==> src/rtl/led_raster.sv <==
// led_raster: double-buffered multi-channel pulse-width LED serialiser, all channels in lockstep, latch gap per frame.
// LED_RASTER_UNDERRUN_EN adds the sticky underrun port and aborts a starved frame to LATCH; otherwise a starved pixel is zero-filled.
module led_raster #(
  parameter int NUM_CHANNELS     = 7,
  parameter int BITS_PER_LED     = 24,
  parameter int LEDS_PER_CHANNEL = 64,
  parameter int TBIT             = 60,
  parameter int T0H              = 17,
  parameter int T1H              = 34,
  parameter int RESET_CYCLES     = 2400
) (
  input  logic                                 clk,
  input  logic                                 reset,
  input  logic                                 start,
  input  logic [NUM_CHANNELS*BITS_PER_LED-1:0] din,
  input  logic                                 din_valid,
  output logic                                 drq,
  output logic                                 finished,
  output logic                                 busy,
  output logic [NUM_CHANNELS-1:0]              sout
`ifdef LED_RASTER_UNDERRUN_EN
  , output logic                               underrun
`endif
);

  localparam int W  = NUM_CHANNELS * BITS_PER_LED;
  localparam int BPL = BITS_PER_LED;
  localparam int PW = $clog2(TBIT);
  localparam int BW = $clog2(BITS_PER_LED);
  localparam int NW = $clog2(LEDS_PER_CHANNEL + 1);
  localparam int LW = $clog2(RESET_CYCLES + 1);

  localparam logic [PW-1:0] PH_LAST    = PW'(TBIT - 1);
  localparam logic [PW-1:0] PH_ONE     = PW'(1);
  localparam logic [PW-1:0] PH_T0H     = PW'(T0H);
  localparam logic [PW-1:0] PH_T1H     = PW'(T1H);
  localparam logic [BW-1:0] BIT_LAST   = BW'(BITS_PER_LED - 1);
  localparam logic [BW-1:0] BIT_ONE    = BW'(1);
  localparam logic [NW-1:0] NPIX       = NW'(LEDS_PER_CHANNEL);
  localparam logic [NW-1:0] PIX_ONE    = NW'(1);
  localparam logic [LW-1:0] LATCH_LAST = LW'(RESET_CYCLES - 1);
  localparam logic [LW-1:0] LAT_ONE    = LW'(1);

  typedef enum logic [2:0] {IDLE, LOAD, SHIFT, LATCH, DONE} state_t;

  state_t                  r_state;
  logic [W-1:0]            r_hold;
  logic [W-1:0]            r_shift;
  logic                    r_hold_full;
  logic [PW-1:0]           r_phase;
  logic [BW-1:0]           r_bit;
  logic [NW-1:0]           r_accepted;
  logic [NW-1:0]           r_sent;
  logic [LW-1:0]           r_latch;
  logic [NUM_CHANNELS-1:0] r_sout;
  logic                    r_finished;

  logic [W-1:0]            w_shl;
  logic [NUM_CHANNELS-1:0] w_cur_msb;
  logic [NUM_CHANNELS-1:0] w_next_msb;
  logic [NUM_CHANNELS-1:0] w_hold_msb;
  logic                    w_drq;
  logic                    w_accept;

  // The shift register always presents the bit being sent at each channel's MSB.
  for (genvar c = 0; c < NUM_CHANNELS; c++) begin : g_ch
    assign w_shl[c*BPL +: BPL] = {r_shift[c*BPL +: BPL-1], 1'b0};
    assign w_cur_msb[c]        = r_shift[c*BPL + BPL-1];
    assign w_next_msb[c]       = r_shift[c*BPL + BPL-2];
    assign w_hold_msb[c]       = r_hold[c*BPL + BPL-1];
  end

  function automatic logic [NUM_CHANNELS-1:0] f_sout(input logic [NUM_CHANNELS-1:0] bits,
                                                     input logic [PW-1:0] ph);
    logic [NUM_CHANNELS-1:0] v;
    for (int c = 0; c < NUM_CHANNELS; c++) v[c] = bits[c] ? (ph < PH_T1H) : (ph < PH_T0H);
    return v;
  endfunction

`ifdef LED_RASTER_UNDERRUN_EN
  logic r_underrun;
  assign underrun = r_underrun;
`endif

  assign w_drq = (r_state != IDLE) && !r_hold_full && (r_accepted < NPIX)
`ifdef LED_RASTER_UNDERRUN_EN
                 && !r_underrun
`endif
                 ;
  assign w_accept = w_drq && din_valid;

  always_ff @(posedge clk) begin
    if (reset) begin
      r_state     <= IDLE;
      r_hold      <= '0;
      r_shift     <= '0;
      r_hold_full <= 1'b0;
      r_phase     <= '0;
      r_bit       <= '0;
      r_accepted  <= '0;
      r_sent      <= '0;
      r_latch     <= '0;
      r_sout      <= '0;
      r_finished  <= 1'b0;
`ifdef LED_RASTER_UNDERRUN_EN
      r_underrun  <= 1'b0;
`endif
    end else begin
      r_finished <= 1'b0;
      if (w_accept) begin
        r_hold      <= din;
        r_hold_full <= 1'b1;
        r_accepted  <= r_accepted + PIX_ONE;
      end
      case (r_state)
        IDLE: if (start) begin
          r_state     <= LOAD;
          r_hold_full <= 1'b0;
          r_accepted  <= '0;
          r_sent      <= '0;
          r_phase     <= '0;
          r_bit       <= '0;
          r_latch     <= '0;
          r_sout      <= '0;
`ifdef LED_RASTER_UNDERRUN_EN
          r_underrun  <= 1'b0;
`endif
        end
        LOAD: if (r_hold_full) begin
          r_state     <= SHIFT;
          r_shift     <= r_hold;
          r_hold_full <= 1'b0;
          r_sent      <= PIX_ONE;
          r_phase     <= '0;
          r_bit       <= '0;
          r_sout      <= f_sout(w_hold_msb, '0);
        end
        SHIFT: begin
          if (r_phase != PH_LAST) begin
            r_phase <= r_phase + PH_ONE;
            r_sout  <= f_sout(w_cur_msb, r_phase + PH_ONE);
          end else if (r_bit != BIT_LAST) begin
            r_phase <= '0;
            r_bit   <= r_bit + BIT_ONE;
            r_shift <= w_shl;
            r_sout  <= f_sout(w_next_msb, '0);
          end else if (r_sent == NPIX) begin
            r_state <= LATCH;
            r_latch <= '0;
            r_sout  <= '0;
          end else if (r_hold_full) begin
            r_shift     <= r_hold;
            r_hold_full <= 1'b0;
            r_sent      <= r_sent + PIX_ONE;
            r_phase     <= '0;
            r_bit       <= '0;
            r_sout      <= f_sout(w_hold_msb, '0);
          end else begin
`ifdef LED_RASTER_UNDERRUN_EN
            r_underrun <= 1'b1;
            r_state    <= LATCH;
            r_latch    <= '0;
            r_sout     <= '0;
`else
            // Starved pixel goes out as zero bits so the frame length never changes.
            r_shift <= '0;
            r_sent  <= r_sent + PIX_ONE;
            r_phase <= '0;
            r_bit   <= '0;
            r_sout  <= f_sout('0, '0);
`endif
          end
        end
        LATCH: begin
          r_sout <= '0;
          if (r_latch == LATCH_LAST) r_state <= DONE;
          else r_latch <= r_latch + LAT_ONE;
        end
        DONE: begin
          r_finished <= 1'b1;
          r_state    <= IDLE;
        end
        default: r_state <= IDLE;
      endcase
    end
  end

  assign drq      = w_drq;
  assign busy     = (r_state != IDLE);
  assign finished = r_finished;
  assign sout     = r_sout;

endmodule
==> config.mk <==
export PLATFORM = sky130hd
export DESIGN_NAME = led_raster
export DESIGN_NICKNAME = d
export VERILOG_FILES = /design/src/rtl/led_raster.sv
export SDC_FILE = /design/constraint.sdc
export NUM_CORES = 1
export LEC_CHECK = 0
export CORE_AREA = 2 2 274 168
export CTS_CLUSTER_SIZE = 20
export DETAILED_ROUTE_END_ITERATION = 8
export DIE_AREA = 0 0 276 170
export REMOVE_ABC_BUFFERS = 1
export SLEW_MARGIN = 20
export SYNTH_ARGS = -nofsm -noshare
export SYNTH_HDL_FRONTEND = slang
export SYNTH_SLANG_ARGS = --single-unit
==> constraint.sdc <==
create_clock -name clk -period 3.9 [get_ports clk]
set_input_delay 0.585 -clock clk [delete_from_list [all_inputs] [get_ports clk]]
set_output_delay 0.585 -clock clk [all_outputs]
set_load 0.02 [all_outputs]
### Word-level counts from Yosys, hierarchy flattened

Index checks and enable logic that the tools add are counted.

* flip-flop bits (word level): 385
* logic and storage cells: 114

* $add $sub $neg: 5
* $lt $le $gt $ge: 3
* eq/ne operators: 18
* muxes and demuxes: 60
* reductions and logical operators: 17

Operators by type and width (number)
* $mux 168: 5
* $pmux 168 s2: 1
* $mux 7: 12
* $mux 12: 5
* $pmux 12 s3: 1
* $mux 6: 5
* $pmux 7 s4: 1
* $mux 5: 5
* $pmux 7 s3: 1
* $mux 3: 6
* $pmux 6 s3: 1
* $reduce_and 6->1: 3
* $ne 2x2->1 const B: 8
* $pmux 5 s3: 1
* $add 7x1->7 const B: 2
* $mux 1: 14
* $add 12x1->12 const B: 1
* $eq 12x12->1 const B: 1
* $pmux 3 s4: 1
* $reduce_bool 3->1: 3
* $reduce_and 4->1: 2
* $eq 7x7->1 const B: 1
* $lt 7x7->1 const B: 1
* $add 6x1->6 const B: 1
* other kinds (18): 21

### Longest topological paths before layout

* depth in word-level cells: 10
* depth in mapped cells: 9

### Worst setup path before layout

OpenSTA, ideal clock, no wires.

* path type: register to register
* start: register r_phase[0]
* end: register r_latch[7]
* library setup time: 0.071 ns
* arrival time: 2.436 ns
* data required time: 3.829 ns
* slack: 1.394 ns
* cell stages (with the launch flop): 8
* buffers on the path: 1
* clock period less this slack: 2.506 ns
* cell sequence: dfxtp_1 > ha_1 > nand3b_1 > or4_1 > buf_2 > a211o_4 > or4_1 > a21oi_1

* word-level cells in the longest chain between the ends: 3

Ends and longest elaborated chain
* start, declared: RTL line 50 `logic [PW-1:0] r_phase;`
* start signal, assigned: RTL line 140 `r_phase <= r_phase + PH_ONE;`
* $ne 6x6->1: RTL line 139 `if (r_phase != PH_LAST) begin`
* $ne 2x2->1 (no source line)
* $reduce_and 6->1 (no source line)
* end signal, assigned: RTL line 177 `else r_latch <= r_latch + LAT_ONE;`
* end, declared: RTL line 54 `logic [LW-1:0] r_latch;`

No other way between the ends.
A chain may end at the register's enable or synchronous reset.

### Worst setup path in the final report

* start: register r_state[2]
* end: output port drq

* word-level cells in the longest chain between the ends: 3

Ends and longest elaborated chain
* start, declared: RTL line 46 `state_t r_state;`
* start signal, assigned: RTL line 94 `r_state <= IDLE;`
* start signal, assigned: RTL line 117 `r_state <= LOAD;`
* start signal, assigned: RTL line 130 `r_state <= SHIFT;`
* $reduce_bool 3->1: RTL line 85 `assign w_drq = (r_state != IDLE) && !r_hold_full && (r_accepted < NPIX)`
* $logic_and 1x1->1 (2 in a row): RTL line 85
* end, declared: RTL line 17 `output logic drq,`

No other way between the ends.

==> reports/results.ini <==
[logic_synthesis]
yosysWarnings=0
syn_inst=1822
synth-edff-count=0
synth_ff_type=dfxtp_1
synthesis.area_mm2=0.0153
synthArstFlopShare_pct=0
yosysUniqueCellTypes=49
synth_area_per_cell_um2=8.42
yosysSeqAreaShare_pct=50.3
ys_seq_elements=385

[timing]
max_freq_ghz=0.328
worst_slew_pin_slew_ns=0.984
finalClockSkew_ns=0.0271
rsz0062_at_grt=no
setup_viol=0
whs_ns=0.398
hold_viol=0
slew_violations=0
finalSetupTns_ns=0
period_needed_ns=3.05
max_slew_margin_pct=34.1
post-route-period-util_pct=78.2

[critical_path]
rr_endpoint=r_latch[7]$_SDFFE_PP0P_
end_kind=output pin
worstSetupPathType=flip-flop to output pin
r2r-start=r_phase[0]$_SDFFE_PP0P_
ff2ff_path_depth=6
cp_max_fo=15
r2r_slack_ns=1.06
cp-start-kind=flip-flop
critPathArrivalTime_ns=2.46
crit_required_ns=3.31

[die]
die_x_um=276
dieHeight_um=170
die_area_mm2=0.0469
start_util_pct=34.6
core-area_mm2=0.0443
io_pins=182
rows=60

[drt]
wl_met2_um=19000
wirelength_um=42500
drtIter0Drc=1256
first_pass_iters=8
via_per_inst=5.42
wl_per_cell_um=16.9
postRouteAntennaNets=0
wl_met3_um=2240
drcViolationCount=3
num_vias=13700
top_layer=met4
wl_met1_um=20700

[clocking]
cts-root-buf=clkbuf_16
cts_tree=done
clk_path_buf_depth=3
cts_num_sinks=385
htreeDepth=2
cts_resized=0
clock_latency_ns=0.56
clk_pin_slew_ns=0.07
postCtsSetupBuffers=0
postCtsHoldBufs=0
cts_buffers=40

[global_routing]
grt_overflow=0
grt_pass1_vias=12900
grt_max_degree=187
grt_pass1_wl_um=68800
grt_util_all_layers_pct=17.6
antenna_found_initial=0

[placement]
gp_congestion=0.793
dp.cells=2446
dpl.hpwl_um=25300
port_buffers=181

[outcome]
violations=design-rule violations
status=complete, but fails checks

[pwr]
power_density_mw_per_mm2=503
leakage_nw=6.00
vdd_drop_max_uv=233

[hold_path]
hold_depth=2
hp-start=reset
hold_end=r_hold[36]$_SDFFE_PP0N_
hp-class=input pin to flip-flop

[run]
maxCapViolations=0

[final_layout]
num-fill-cells=4443
final-instance-count-excl-fill=2519
nets=2077
area_delta_synth_final_pct=24.7
drive_gt1_share_pct=5.75
n_antenna_cell=0

==> registers in the layout (all words and copies together) (netlist names) <==
signal / cells
r_bit: 5
r_latch: 12
r_shift: 168
r_sent: 7
r_hold: 168
r_phase: 6
sout: 7
r_accepted: 7
finished: 1
r_state: 3
r_hold_full: 1
==> worst max-delay path by stage <==
stage                                to                     from  depth (start not counted)
2_1_floorplan  r_accepted[6]$_SDFF_PP0_  r_state[2]$_SDFFE_PP0P_                          5
3_3_place_gp    r_latch[9]$_SDFFE_PP0P_  r_phase[0]$_SDFFE_PP0P_                          6
3_5_place_dp   r_latch[11]$_SDFFE_PP0P_  r_phase[0]$_SDFFE_PP0P_                          6
4_1_cts                             drq  r_state[2]$_SDFFE_PP0P_                          3
5_1_grt                             drq  r_state[2]$_SDFFE_PP0P_                          3
6_report                            drq  r_state[2]$_SDFFE_PP0P_                          3
==> through the flow <==
stage | worst slack, ns | total power, mW | cell area, um2 | utilization (%)
global route | 0.682 | 10.1 | 19100 | 43.2
global placement | 1.14 | 5.66 | 17700 | 40.0
CTS | 0.831 | 9.71 | 19100 | 43.2
detailed placement | 1.09 | 5.68 | 17700 | 40.0
floorplan | -11.45 | 5.16 | 14700 | -
finish | 0.851 | 9.61 | 19100 | 43.2
==> routing by layer <==
metal	up-vias	global-route usage, %
met4	0	3.80
li1	6759	-
met3	49	2.88
met1	6510	25.3
met2	338	27.8
met5	-	0
==> cells by family (layout without fill, tap and decap cells) <==
kind of cell	count (synthesis)	count (layout)	share of synthesized area (%)
xor gates and xnor gates	8	8	0.457
buffers and inverters	183	291	4.51
DFF	385	385	50.3
adders and majority gates	6	6	0.489
and+or+nand+nor	488	488	13.8
AOI/OAI and AO/OA	747	747	30.2
muxes	5	5	0.334
==> cell type report <==
type	instances	area, um2	share of cell area, %
sequential	385	7710	40.3
multi-input combinational	1254	7000	36.6
timing repair buffer	212	2260	11.8
clock buffer	59	1180	6.18
tap	589	737	3.85
clock inverter	14	208	1.09
inverter	6	22.5	0.118
==> cells in the mapped netlist, types with 2 or more instances <==
| cell type | instances | share of area [%] |
|---|---|---|
| nand2_1 | 357 | 8.7 |
| inv_1 | 6 | 0.15 |
| o21ai_0 | 25 | 0.82 |
| nand4_1 | 16 | 0.65 |
| nand2b_1 | 2 | 0.082 |
| clkbuf_1 | 171 | 4.2 |
| nor4b_1 | 7 | 0.40 |
| nor4bb_1 | 2 | 0.13 |
| o21bai_1 | 3 | 0.15 |
| buf_1 | 2 | 0.049 |
| xnor2_1 | 3 | 0.17 |
| o31ai_1 | 3 | 0.15 |
| a31oi_1 | 4 | 0.16 |
| nor3b_1 | 3 | 0.15 |
| nor3_1 | 9 | 0.29 |
| or3_1 | 15 | 0.61 |
| nor4_1 | 3 | 0.12 |
| nand4b_1 | 2 | 0.11 |
| a21oi_1 | 368 | 12 |
| or4_1 | 6 | 0.29 |
| nand3b_1 | 3 | 0.15 |
| ha_1 | 6 | 0.49 |
| and4_1 | 4 | 0.23 |
| a22oi_1 | 162 | 7.9 |
| and3_1 | 3 | 0.12 |
| o21ai_1 | 2 | 0.065 |
| dfxtp_1 | 385 | 50 |
| or2_2 | 3 | 0.12 |
| buf_2 | 4 | 0.13 |
| a21o_1 | 3 | 0.15 |
| nor2_1 | 36 | 0.88 |
| nand3_1 | 11 | 0.36 |
| a211o_1 | 2 | 0.11 |
| a211oi_1 | 167 | 8.2 |
| o21a_1 | 2 | 0.098 |
| nor2b_1 | 2 | 0.082 |
| mux2i_1 | 4 | 0.26 |
| xor2_1 | 5 | 0.29 |
==> critical path, stage by stage (launching register included) <==
cell,delay (ns)
dfxtp_1,0.64
nor3_1,0.22
nor3_1,0.37
clkdlybuf4s50_1,0.69
==> power breakdown <==
part	switching [mW]	leakage [nW]	internal [mW]
combinational	0.712	2.18	0.528
sequential	0.155	3.13	4.20
clock	1.63	0.687	2.39
==> placed cells by master (no fill, tap or decap), types with 3 or more instances in the layout <==
master | Yosys | layout
a21o_1 | 3 | 3
or3_1 | 15 | 15
dfxtp_1 | 385 | 385
buf_4 | 0 | 14
a22oi_1 | 162 | 162
nor4b_1 | 7 | 6
nand2_1 | 357 | 356
a211oi_1 | 167 | 167
bufinv_16 | 0 | 4
nor3b_1 | 3 | 3
o31ai_1 | 3 | 3
nand3b_1 | 3 | 3
or2_2 | 3 | 3
clkinv_2 | 0 | 5
buf_12 | 0 | 17
xor2_1 | 5 | 5
and4_1 | 4 | 4
or4_1 | 6 | 6
nand4_1 | 16 | 16
a21oi_1 | 368 | 367
nand3_1 | 11 | 11
o21bai_1 | 3 | 3
clkbuf_8 | 0 | 11
inv_1 | 6 | 6
nor4_1 | 3 | 3
and3_1 | 3 | 3
clkdlybuf4s50_1 | 0 | 180
clkbuf_1 | 171 | 8
nor3_1 | 9 | 9
mux2i_1 | 4 | 4
o21ai_0 | 25 | 25
xnor2_1 | 3 | 3
nor2_1 | 36 | 34
ha_1 | 6 | 6
a31oi_1 | 4 | 4
clkbuf_16 | 0 | 40
(Power assumes the default switching activity.)
